File: src/rtl/stack_writer.sv
// Memory write sequencer for stores and 1/2/3-byte stack pushes.
// Emits one registered byte per clock and reports the updated stack pointer on the last write.
module stack_writer #(
    parameter int                    REG_WIDTH  = 8,
    parameter int                    ADDR_WIDTH = 16,
    parameter logic [ADDR_WIDTH-1:0] STACK_BASE = 16'h0100
) (
    input  logic                  phi1,
    input  logic                  reset,
    input  logic                  req,
    input  logic [1:0]            mode,
    input  logic [ADDR_WIDTH-1:0] addr_in,
    input  logic [REG_WIDTH-1:0]  data_in,
    input  logic [ADDR_WIDTH-1:0] pc_in,
    input  logic [REG_WIDTH-1:0]  sp_in,
    output logic                  busy,
    output logic                  done,
    output logic [ADDR_WIDTH-1:0] addr,
    output logic [REG_WIDTH-1:0]  data_out,
    output logic                  wr_en,
    output logic [REG_WIDTH-1:0]  sp_out,
    output logic                  sp_we
);

    typedef enum logic [1:0] {IDLE, WR0, WR1, WR2} state_t;
    typedef enum logic [1:0] {M_STORE, M_PUSH1, M_PUSH2, M_PUSH3} mode_t;

    state_t                r_state;
    state_t                w_state_next;
    mode_t                 r_mode;
    logic [ADDR_WIDTH-1:0] r_addr_l;
    logic [ADDR_WIDTH-1:0] r_pc_l;
    logic [REG_WIDTH-1:0]  r_data_l;
    logic [REG_WIDTH-1:0]  r_sp_l;

    logic [1:0]            w_last_idx;
    logic                  w_last;
    logic                  w_accept;

    mode_t                 w_src_mode;
    logic [ADDR_WIDTH-1:0] w_src_addr;
    logic [ADDR_WIDTH-1:0] w_src_pc;
    logic [REG_WIDTH-1:0]  w_src_data;
    logic [REG_WIDTH-1:0]  w_src_sp;
    logic [1:0]            w_src_last_idx;
    logic [1:0]            w_k;

    logic                  w_busy_n;
    logic                  w_done_n;
    logic                  w_wr_en_n;
    logic                  w_sp_we_n;
    logic [ADDR_WIDTH-1:0] w_addr_n;
    logic [REG_WIDTH-1:0]  w_data_n;
    logic [REG_WIDTH-1:0]  w_sp_out_n;

    assign w_last_idx = (r_mode == M_STORE) ? 2'd0 : 2'(r_mode) - 2'd1;
    assign w_last     = ((r_state == WR0) && (w_last_idx == 2'd0)) ||
                        ((r_state == WR1) && (w_last_idx == 2'd1)) ||
                         (r_state == WR2);
    // A request on the final byte's edge starts the next transaction with no idle cycle.
    assign w_accept   = req && ((r_state == IDLE) || w_last);

    always_ff @(posedge phi1 or posedge reset) begin
        if (reset) begin
            r_state <= IDLE;
        end else begin
            r_state <= w_state_next;
        end
    end

    always_comb begin
        w_state_next = r_state;
        if (w_accept) begin
            w_state_next = WR0;
        end else if ((r_state == IDLE) || w_last) begin
            w_state_next = IDLE;
        end else begin
            unique case (r_state)
                WR0:     w_state_next = WR1;
                WR1:     w_state_next = WR2;
                default: w_state_next = IDLE;
            endcase
        end
    end

    // Outputs are computed for the state being entered, then registered.
    always_comb begin
        w_src_mode     = w_accept ? mode_t'(mode) : r_mode;
        w_src_addr     = w_accept ? addr_in : r_addr_l;
        w_src_pc       = w_accept ? pc_in   : r_pc_l;
        w_src_data     = w_accept ? data_in : r_data_l;
        w_src_sp       = w_accept ? sp_in   : r_sp_l;
        w_src_last_idx = (w_src_mode == M_STORE) ? 2'd0 : 2'(w_src_mode) - 2'd1;
        w_k            = 2'd0;
        w_busy_n       = 1'b0;
        w_done_n       = 1'b0;
        w_wr_en_n      = 1'b0;
        w_sp_we_n      = 1'b0;
        w_addr_n       = '0;
        w_data_n       = '0;
        w_sp_out_n     = sp_out;
        if (w_state_next != IDLE) begin
            w_busy_n  = 1'b1;
            w_wr_en_n = 1'b1;
            unique case (w_state_next)
                WR0: begin
                    w_k = 2'd0;
                    if (w_src_mode == M_STORE) begin
                        w_addr_n = w_src_addr;
                    end else begin
                        w_addr_n = {STACK_BASE[ADDR_WIDTH-1:REG_WIDTH], w_src_sp};
                    end
                    if ((w_src_mode == M_STORE) || (w_src_mode == M_PUSH1)) begin
                        w_data_n = w_src_data;
                    end else begin
                        w_data_n = w_src_pc[ADDR_WIDTH-1 -: REG_WIDTH];
                    end
                end
                WR1: begin
                    w_k      = 2'd1;
                    w_addr_n = {STACK_BASE[ADDR_WIDTH-1:REG_WIDTH], w_src_sp - REG_WIDTH'(1)};
                    w_data_n = w_src_pc[REG_WIDTH-1:0];
                end
                default: begin
                    w_k      = 2'd2;
                    w_addr_n = {STACK_BASE[ADDR_WIDTH-1:REG_WIDTH], w_src_sp - REG_WIDTH'(2)};
                    w_data_n = w_src_data;
                end
            endcase
            if (w_k == w_src_last_idx) begin
                w_done_n = 1'b1;
                if (w_src_mode == M_STORE) begin
                    w_sp_out_n = w_src_sp;
                end else begin
                    w_sp_out_n = w_src_sp - (REG_WIDTH'(w_src_last_idx) + REG_WIDTH'(1));
                    w_sp_we_n  = 1'b1;
                end
            end
        end
    end

    always_ff @(posedge phi1 or posedge reset) begin
        if (reset) begin
            busy     <= 1'b0;
            done     <= 1'b0;
            wr_en    <= 1'b0;
            sp_we    <= 1'b0;
            addr     <= '0;
            data_out <= '0;
            sp_out   <= '1;
            r_mode   <= M_STORE;
            r_addr_l <= '0;
            r_pc_l   <= '0;
            r_data_l <= '0;
            r_sp_l   <= '0;
        end else begin
            busy     <= w_busy_n;
            done     <= w_done_n;
            wr_en    <= w_wr_en_n;
            sp_we    <= w_sp_we_n;
            addr     <= w_addr_n;
            data_out <= w_data_n;
            sp_out   <= w_sp_out_n;
            if (w_accept) begin
                r_mode   <= mode_t'(mode);
                r_addr_l <= addr_in;
                r_pc_l   <= pc_in;
                r_data_l <= data_in;
                r_sp_l   <= sp_in;
            end
        end
    end

endmodule

File: config.mk
export PLATFORM = sky130hd
export DESIGN_NAME = stack_writer
export DESIGN_NICKNAME = d
export VERILOG_FILES = /design/src/rtl/stack_writer.sv
export SDC_FILE = /design/constraint.sdc
export NUM_CORES = 1
export LEC_CHECK = 0
export CORE_UTILIZATION = 41
export CTS_BUF_LIST = sky130_fd_sc_hd__clkbuf_2
export DETAILED_ROUTE_END_ITERATION = 6
export GPL_TIMING_DRIVEN = 0
export MAX_ROUTING_LAYER = met4
export PLACE_DENSITY = 0.75
export REMOVE_ABC_BUFFERS = 1
export SLEW_MARGIN = 30
export SYNTH_ARGS = -nofsm -noshare
export SYNTH_HDL_FRONTEND = slang
export SYNTH_SLANG_ARGS = --single-unit
File: constraint.sdc
create_clock -name phi1 -period 8.5 [get_ports phi1]
set_clock_uncertainty 0.15 [all_clocks]
set_input_delay 1.7 -clock phi1 [delete_from_list [all_inputs] [get_ports phi1]]
set_output_delay 1.7 -clock phi1 [all_outputs]
set_load 0.05 [all_outputs]
# == Word level (Yosys, flattened, before mapping) ==
# Index checks and enable logic that the tools add are counted.
# totals
reg_bits,87
latch_bits,0
ram_bits,0
mem_bits_ro,0
in_bits,53
out_inout_bits,36
elab_cells,64
n_memories,0
# classes
add_sub_neg,6
multipliers,0
div,0
order_cmp,0
eq_ne,8
n_shift,0
n_mux,25
bitwise,0
n_reduce_logical,13
# op_table
operator,n
16-bit 2-to-1 mux,4
8-bit 2-to-1 mux,5
16-bit one-hot mux with 2 select lines,1
8-bit one-hot mux with 2 select lines,1
2-bit 2-to-1 mux,6
2-bit by 1-bit equality test with 1-bit output (second input constant),4
2-bit logical NOT,4
2-bit one-hot mux with 2 select lines,2
8-bit by 1-bit subtractor with 8-bit output (second input constant),1
8-bit by 2-bit subtractor with 8-bit output (second input constant),1
8-bit by 3-bit subtractor with 8-bit output,1
2-bit equality test (second input constant),3
1-bit 2-to-1 mux,6
1-bit logical OR,4
2-bit by 1-bit subtractor with 2-bit output (second input constant),2
2-bit by 1-bit adder with 3-bit output (second input constant),1
1-bit logical AND,3
2-bit equality test,1
2-bit AND reduction,1
2-bit nonzero test,1

# == Longest topological paths before layout ==
# Gate-level depths: netlist of the first run.
# logic_depth
word_depth,15
mapped_depth,16
mapped_depth_nobuf,14

# == Least setup slack after synthesis of the first run ==
# OpenSTA, ideal clock, no wires.
# synth_path
path_type,input to register
start,input port req
end,register sp_out[0]
t_arrival_ns,4.166
setup_slack_ns,4.099
stages,11
n_path_buf,5
path_cell_list,o41a_1 clkbuf_1 buf_2 clkbuf_1 a21oi_1 ha_1 clkbuf_1 nand2_1 o311a_1 buf_2 mux2_1
# synth_via
elab_chain_cells,7
# synth_lines
item,line_no,rtl
from (decl),10,"input logic req,"
1-bit logical AND *,61,assign w_accept = req && ((r_state == IDLE) || w_last);
"2-bit 2-to-1 mux, on equally long branches",--,
"2-bit by 1-bit subtractor with 2-bit output, or another cell as far along",93,w_src_last_idx = (w_src_mode == M_STORE) ? 2'd0 : 2'(w_src_mode) - 2'd1;
2-bit 2-to-1 mux or 2-bit one-hot mux with 2 select lines (tied branches),"93, 105",
2-bit by 1-bit adder with 3-bit output or 2-bit 2-to-1 mux (tied branches),"135, 102",
8-bit by 3-bit subtractor with 8-bit output or 2-bit equality test (tied branches),"135, 130",
8-bit 2-to-1 mux or 2-bit AND reduction (tied branches),--,
to (signal assigned),163,sp_out <= w_sp_out_n;
to (decl),21,"output logic [REG_WIDTH-1:0] sp_out,"
# Every way passes the cells marked *; elsewhere a longest branch is shown, timed or not. The select of a mux whose other input is x is not followed.
# A chain may end at the register's enable or synchronous reset.

# == Worst setup path in the final report of the first run ==
# layout_path
start,input port req
end,register sp_out[4]
# Same word-level chain as after synthesis.

==> results of run 1 <==
[power by group]
part	switching, µW	leakage, µW	internal (µW)
Clock	154	0.0000869	102
Combinational	771	0.00134	429
Sequential	85.2	0.00108	602
[worst min path at each step]
stage	endpoint	slack (ns)	cells past startpoint
2_1_floorplan	r_addr_l[10]$_DFF_PP0_	0.28	2
4_1_cts	r_pc_l[8]$_DFF_PP0_	0.36	2
6_report	r_addr_l[13]$_DFF_PP0_	0.35	2
5_1_grt	r_pc_l[8]$_DFF_PP0_	0.37	2
3_3_place_gp	r_addr_l[12]$_DFF_PP0_	0.30	2
3_5_place_dp	r_addr_l[12]$_DFF_PP0_	0.30	2
[routing by layer]
layer / share of wire / vias up / track usage
met1: 0.48 / 1692 / 0.2912
met2: 0.46 / 154 / 0.3229
met5: 0 / - / -
li1: - / 1679 / -
met4: 0.0094 / 0 / 0.05306
met3: 0.055 / 15 / 0.03634
[logic make-up after synthesis]
logic type / count (synthesis)
fa+ha+maj: 11
buf+inv: 56
xor+xnor: 15
mux: 31
simple gates: 178
flops: 87
compound gates: 68
[registers in the layout (all words and copies together) (netlist names)]
name / count
addr: 16
r_addr_l: 16
r_pc_l: 16
data_out: 8
r_data_l: 8
r_sp_l: 8
sp_out: 8
r_mode: 2
r_state: 2
done: 1
sp_we: 1
wr_en: 1
[metrics by stage]
step	util	cell area, µm²
after floorplan	-	4156
after global placement	0.5228	5204
after detailed placement	0.5346	5321
after CTS	0.5493	5468
after global routing	0.5493	5468
final	0.5493	5468
[placed cells by master (no fill, tap or decap), drive strengths merged, types with 15 or more instances in the layout]
| cell type | n |
|---|---|
| clkdlybuf4s50 | 88 |
| inv | 31 |
| nor2 | 15 |
| o21ai | 17 |
| nand2 | 114 |
| dfrtp | 79 |
| mux2i | 21 |
[worst max-delay path, delay by kind of cell]
family | cells | cell delay [ns]
adder cells (fa/ha/maj) | 1 | 0.42
buffers and inverters | 3 | 1.07
AO/OA/AOI/OAI | 3 | 1.13
AND/OR/NAND/NOR | 1 | 0.41
multiplexers | 1 | 0.39
[area by class of cell]
cell class	count	area (µm²)	area share
timing repair buffer	96	984.7	0.1801
multi-input combinational	303	1869	0.3419
inverter	29	113.9	0.02082
clock buffer	9	45.04	0.008238
clock inverter	7	101.3	0.01854
sequential	87	2187	0.4000
tap	133	166.4	0.03043
[cell usage after synthesis, types with 6 or more instances]
library cell	n	area share
nor4_1	10	0.015
dfrtp_1	79	0.46
nand2_1	114	0.10
dfstp_2	8	0.049
nor3_1	6	0.0070
or3_1	9	0.013
a21oi_1	10	0.012
mux2_2	6	0.016
nor2_1	15	0.013
a32oi_1	8	0.016
mux2i_1	21	0.049
clkbuf_1	16	0.014
o22ai_1	8	0.012
o21ai_0	13	0.015
nand3_1	10	0.012
ha_1	10	0.029
nor2b_1	8	0.012
xnor2_1	10	0.020
inv_1	26	0.023
==> run_results.csv, run 1 <==
group,metric,value,unit
run_status,status,"finished clean",
synth,synth_edf_count,0,
grt,antenna_found_initial,0,
sta,tns,0,ns
setup_path,crit_chain,"clkdlybuf4s50_1 > o41a_2 > buf_12 > a21oi_1 > ha_1 > clkinv_1 > nand2_1 > o311a_1 > mux2_2",
worst_hold_path,hold_path_startpoint,"r_addr_l[13]$_DFF_PP0_",
clock_network,cts_sinks,87,
final_layout,syn_to_final_growth,27.67,%
synth,yosys.area_share.simple,0.1805,
detailed_routing,drtIter0Drc,235,
die,die_h,104.2,µm
setup_path,required,8.84,ns
grt,grt_overflow,0,
setup_path,crit_slowest_cell,"clkdlybuf4s50_1",
setup_path,path_class,"in2reg",
detailed_routing,drcViolationCount,0,
final_layout,nFillCells,895,
synth,synth.area.mux_share,0.07537,
sta,setup_viol,0,
power_and_ir_drop,peakVddDrop,0.0002634,V
final_layout,n_antenna_cell,0,
clock_network,cts.hold.buffers_added,0,
setup_path,reg2reg_from,"r_state[0]$_DFF_PP0_",
synth,ys_async_sr_fraction,1.000,
run,drv_cap,0,
synth,synth_cell_types,47,
die,pin_count,89,
detailed_routing,wire_per_inst,15.79,µm
setup_path,rrSetupSlack,4.15,ns
die,start_util,0.4302,
clock_network,cts_tree,"yes",
final_layout,instances_no_fill,664,
synth,synthesis.instances,446,
detailed_routing,vias_per_cell,5.331,
setup_path,reg2regPathDepth,11,
synth,yosysSeqAreaShare,0.5107,
sta,hold_slack,0.3546,ns
setup_path,crit_path_start_kind,"input port",
grt,grt_first_pass_wirelength,17860,µm
synth,synth-xor-area-share,0.03067,
setup_path,crit_path_end,"sp_out[4]$_DFFE_PP1P_",
clock_network,cts_resized,0,
setup_path,slowest_delay,0.54,ns
grt,grt_use_total,0.2108,
setup_path,arrival,5.13,ns
clock_network,cts_setup_buffers,0,
place,place_inst,648,
detailed_routing,via_count,3540,
place,dp_slack,3.108,ns
final_layout,drive_above_1_share,0.08475,
sta,finalCritPeriodShare,0.5638,
synth,yosysWarnings,0,
sta,hold_viol,0,
power_and_ir_drop,p_leak,0.002505,µW
grt,grt_max_degree,71,
clock_network,clock_path_buffers,2,
place,gp_congestion,0.8912,
sta,fin_crit,4.792,ns
power_and_ir_drop,power,2143,µW
synth,syn-cell-area,4283,µm²
setup_path,crit_path_end_kind,"register",
die,fp.dieW,104.2,µm
synth,synth_compound_area_frac,0.1139,
setup_path,crit_path_max_fanout,31,
grt,first_global_vias,3589,
sta,rsz0062_at_grt,"no",
sta,drv_slew,0,
power_and_ir_drop,p_per_area,391.9,nW/µm²
die,core,9955,µm²
synth,syn_area_per_cell,9.603,µm²
setup_path,crit_start,"req",
detailed_routing,dr.pass1.iters,5,
place,dp_hpwl,7255,µm
synth,synth_flop_cell,"dfrtp_1",
place,port_buffers,88,
worst_hold_path,hold_class,"reg2reg",
sta,max_freq,0.2087,GHz
clock_network,cts-root-buf,"clkbuf_2",
die,die-area,10860,µm²
detailed_routing,drt-total-wl,10480,µm
final_layout,final_nets,590,
setup_path,r2r_end,"sp_out[4]$_DFFE_PP1P_",
clock_network,clk-insertion-delay-late,0.54,ns
sta,tightestPinTransition,0.8436,ns
synth,synthAdderAreaFrac,0.03389,
synth,ys_ff_latch,87,
clock_network,cts_buffers,9,
sta,setup_ws,3.708,ns
synth,synth_top_family_by_area,"simple AND/OR/NAND/NOR gates",
die,core.rowCount,36,
clock_network,clk_pin_slew,0.26,ns
clock_network,h-tree-depth,3,
detailed_routing,ant_nets,0,
sta,max_slew_margin,0.4376,
Power figures use the tool's default switching activity.
==> inputs of run 2 (changes only) <==
==> constraint.sdc (replaced) <==
create_clock -name phi1 -period 4.58 [get_ports phi1]
set_clock_uncertainty 0.15 [all_clocks]
set_input_delay 0.916 -clock phi1 [delete_from_list [all_inputs] [get_ports phi1]]
set_output_delay 0.916 -clock phi1 [all_outputs]
set_load 0.05 [all_outputs]
==> run 2 against run 1 <==
Count of clock-buffer cells in the layout did not move. Total power rose by 86%. First-iteration DRC count did not move. Cell count did not move. Setup slack got worse by 3.3 ns. Critical path type is now reg2reg. Critical endpoint unchanged. Largest cell class unchanged.
==> run_results.csv, run 2 (synthesized netlist as in run 1, its figures left out) <==
group,metric,value,unit
setup_path,slowest_delay,0.56,ns
die,pin_count,89,
setup_path,crit_path_max_fanout,31,
setup_path,arrival,4.54,ns
sta,hold_slack,0.3546,ns
detailed_routing,drtIter0Drc,235,
clock_network,cts_resized,0,
die,core.rowCount,36,
sta,drv_slew,0,
clock_network,cts_tree,"yes",
clock_network,clk_pin_slew,0.26,ns
setup_path,crit_path_end_kind,"register",
clock_network,clock_path_buffers,2,
setup_path,crit_slowest_cell,"o41a_2",
setup_path,crit_path_start_kind,"register",
run_status,status,"finished clean",
worst_hold_path,hold_class,"reg2reg",
clock_network,cts_setup_buffers,0,
sta,rsz0062_at_grt,"no",
detailed_routing,dr.pass1.iters,5,
power_and_ir_drop,p_leak,0.002505,µW
die,die_h,104.2,µm
grt,grt_max_degree,71,
run,drv_cap,0,
detailed_routing,drcViolationCount,0,
die,die-area,10860,µm²
detailed_routing,ant_nets,0,
sta,hold_viol,0,
power_and_ir_drop,peakVddDrop,0.0004889,V
grt,antenna_found_initial,0,
detailed_routing,drt-total-wl,10480,µm
detailed_routing,wire_per_inst,15.79,µm
setup_path,worst-path-buf-inv,3,
place,port_buffers,88,
power_and_ir_drop,power,3978,µW
clock_network,clk-insertion-delay-late,0.54,ns
place,gp_congestion,0.8912,
worst_hold_path,min_path_cells,2,
place,dp_hpwl,7255,µm
final_layout,syn_to_final_growth,27.70,%
sta,max_slew_margin,0.4376,
clock_network,cts_buffers,9,
final_layout,final_nets,590,
final_layout,n_antenna_cell,0,
clock_network,cts.hold.buffers_added,0,
grt,grt_overflow,0,
detailed_routing,vias_per_cell,5.331,
grt,grt_use_total,0.2108,
final_layout,final_common_cell,"nand2_1",
setup_path,cpMostUsedCell,"ha_1",
clock_network,cts_sinks,87,
sta,tightestPinTransition,0.8436,ns
grt,first_global_vias,3589,
sta,fin_crit,4.202,ns
die,core,9955,µm²
die,fp.dieW,104.2,µm
setup_path,crit_family,"compound AO/OA/AOI/OAI gates",
final_layout,top_regs,"addr: 16 flops, r_addr_l: 16 flops, r_pc_l: 16 flops",
sta,max_freq,0.2380,GHz
setup_path,path_class,"reg2reg",
sta,setup_viol,0,
clock_network,h-tree-depth,3,
setup_path,path_depth,11,
clock_network,cts-root-buf,"clkbuf_2",
final_layout,drive_above_1_share,0.08663,
final_layout,nFillCells,894,
setup_path,reg2regPathDepth,11,
setup_path,required,4.92,ns
die,start_util,0.4302,
power_and_ir_drop,p_per_area,727.4,nW/µm²
final_layout,mostFrequentLayoutCells,"nand2_1, clkdlybuf4s50_1, dfrtp_1",
detailed_routing,via_count,3540,
setup_path,crit_chain,"inv_1 > ha_1 > and3b_1 > o41a_2 > buf_12 > a21oi_1 > ha_1 > clkinv_1 > nand2_1 > o311a_2 > mux2_2",
grt,grt_first_pass_wirelength,17860,µm
sta,finalCritPeriodShare,0.9176,
-- run 2: worst paths after layout --
| check | start | slack [ns] | to |
|---|---|---|---|
| max | r_state[0]$_DFF_PP0_ | 0.38 | sp_out[4]$_DFFE_PP1P_ |
| min | r_addr_l[13]$_DFF_PP0_ | 0.35 | r_addr_l[13]$_DFF_PP0_ |
| max reg2reg | r_state[0]$_DFF_PP0_ | 0.38 | sp_out[4]$_DFFE_PP1P_ |
| min reg2reg | r_addr_l[13]$_DFF_PP0_ | 0.35 | r_addr_l[13]$_DFF_PP0_ |
| max in group asynchronous | reset | 3.18 | sp_out[3]$_DFFE_PP1P_ |
| min in group asynchronous | reset | 0.46 | addr[9]$_DFF_PP0_ |
-- run 2: final cells by class --
type / count / area, µm² / share of cell area
flip-flops and latches: 87 / 2187 / 0.3999
multi-input cells: 303 / 1871 / 0.3420
repair buffers: 96 / 984.7 / 0.1801
well taps: 133 / 166.4 / 0.03043
inverters: 29 / 113.9 / 0.02082
clock inverters: 7 / 101.3 / 0.01853
clock buffers: 9 / 45.04 / 0.008236
-- run 2: worst min-delay path, cell delays in order, from the launching register on --
cell,delay (ns)
dfrtp_1,0.39
nand2_1,0.04
nand2_1,0.06
-- run 2: routing by layer --
layer | up-vias | share of wire | GRT usage | routed length [µm]
met5 | - | 0 | - | 0
met4 | 0 | 0.0094 | 0.05306 | 99
met3 | 15 | 0.055 | 0.03634 | 573
met2 | 154 | 0.46 | 0.3229 | 4809
met1 | 1692 | 0.48 | 0.2912 | 4999
li1 | 1679 | - | - | -
-- run 2: through the flow --
stage / setup TNS [ns] / utilization / area, µm² / instances / worst slack, ns
3_5_place_dp: -0.1563 / 0.5346 / 5321 / 648 / -0.02821
3_3_place_gp: -32.93 / 0.5228 / 5204 / 640 / -1.624
5_1_grt: 0 / 0.5494 / 5469 / 664 / 0.1632
6_report: 0 / 0.5494 / 5469 / 664 / 0.3776
4_1_cts: 0 / 0.5493 / 5468 / 664 / 0.2462
2_1_floorplan: -1.398 / - / 4156 / 419 / -0.3305
-- run 2: power breakdown --
part           leakage, µW  switching [µW]  total, µW  internal (µW)
Combinational      0.00134            1430       2230            799
Clock            0.0000869             285        474            189
Sequential         0.00108             158       1270           1120
Total              0.00251            1870       3980           2100
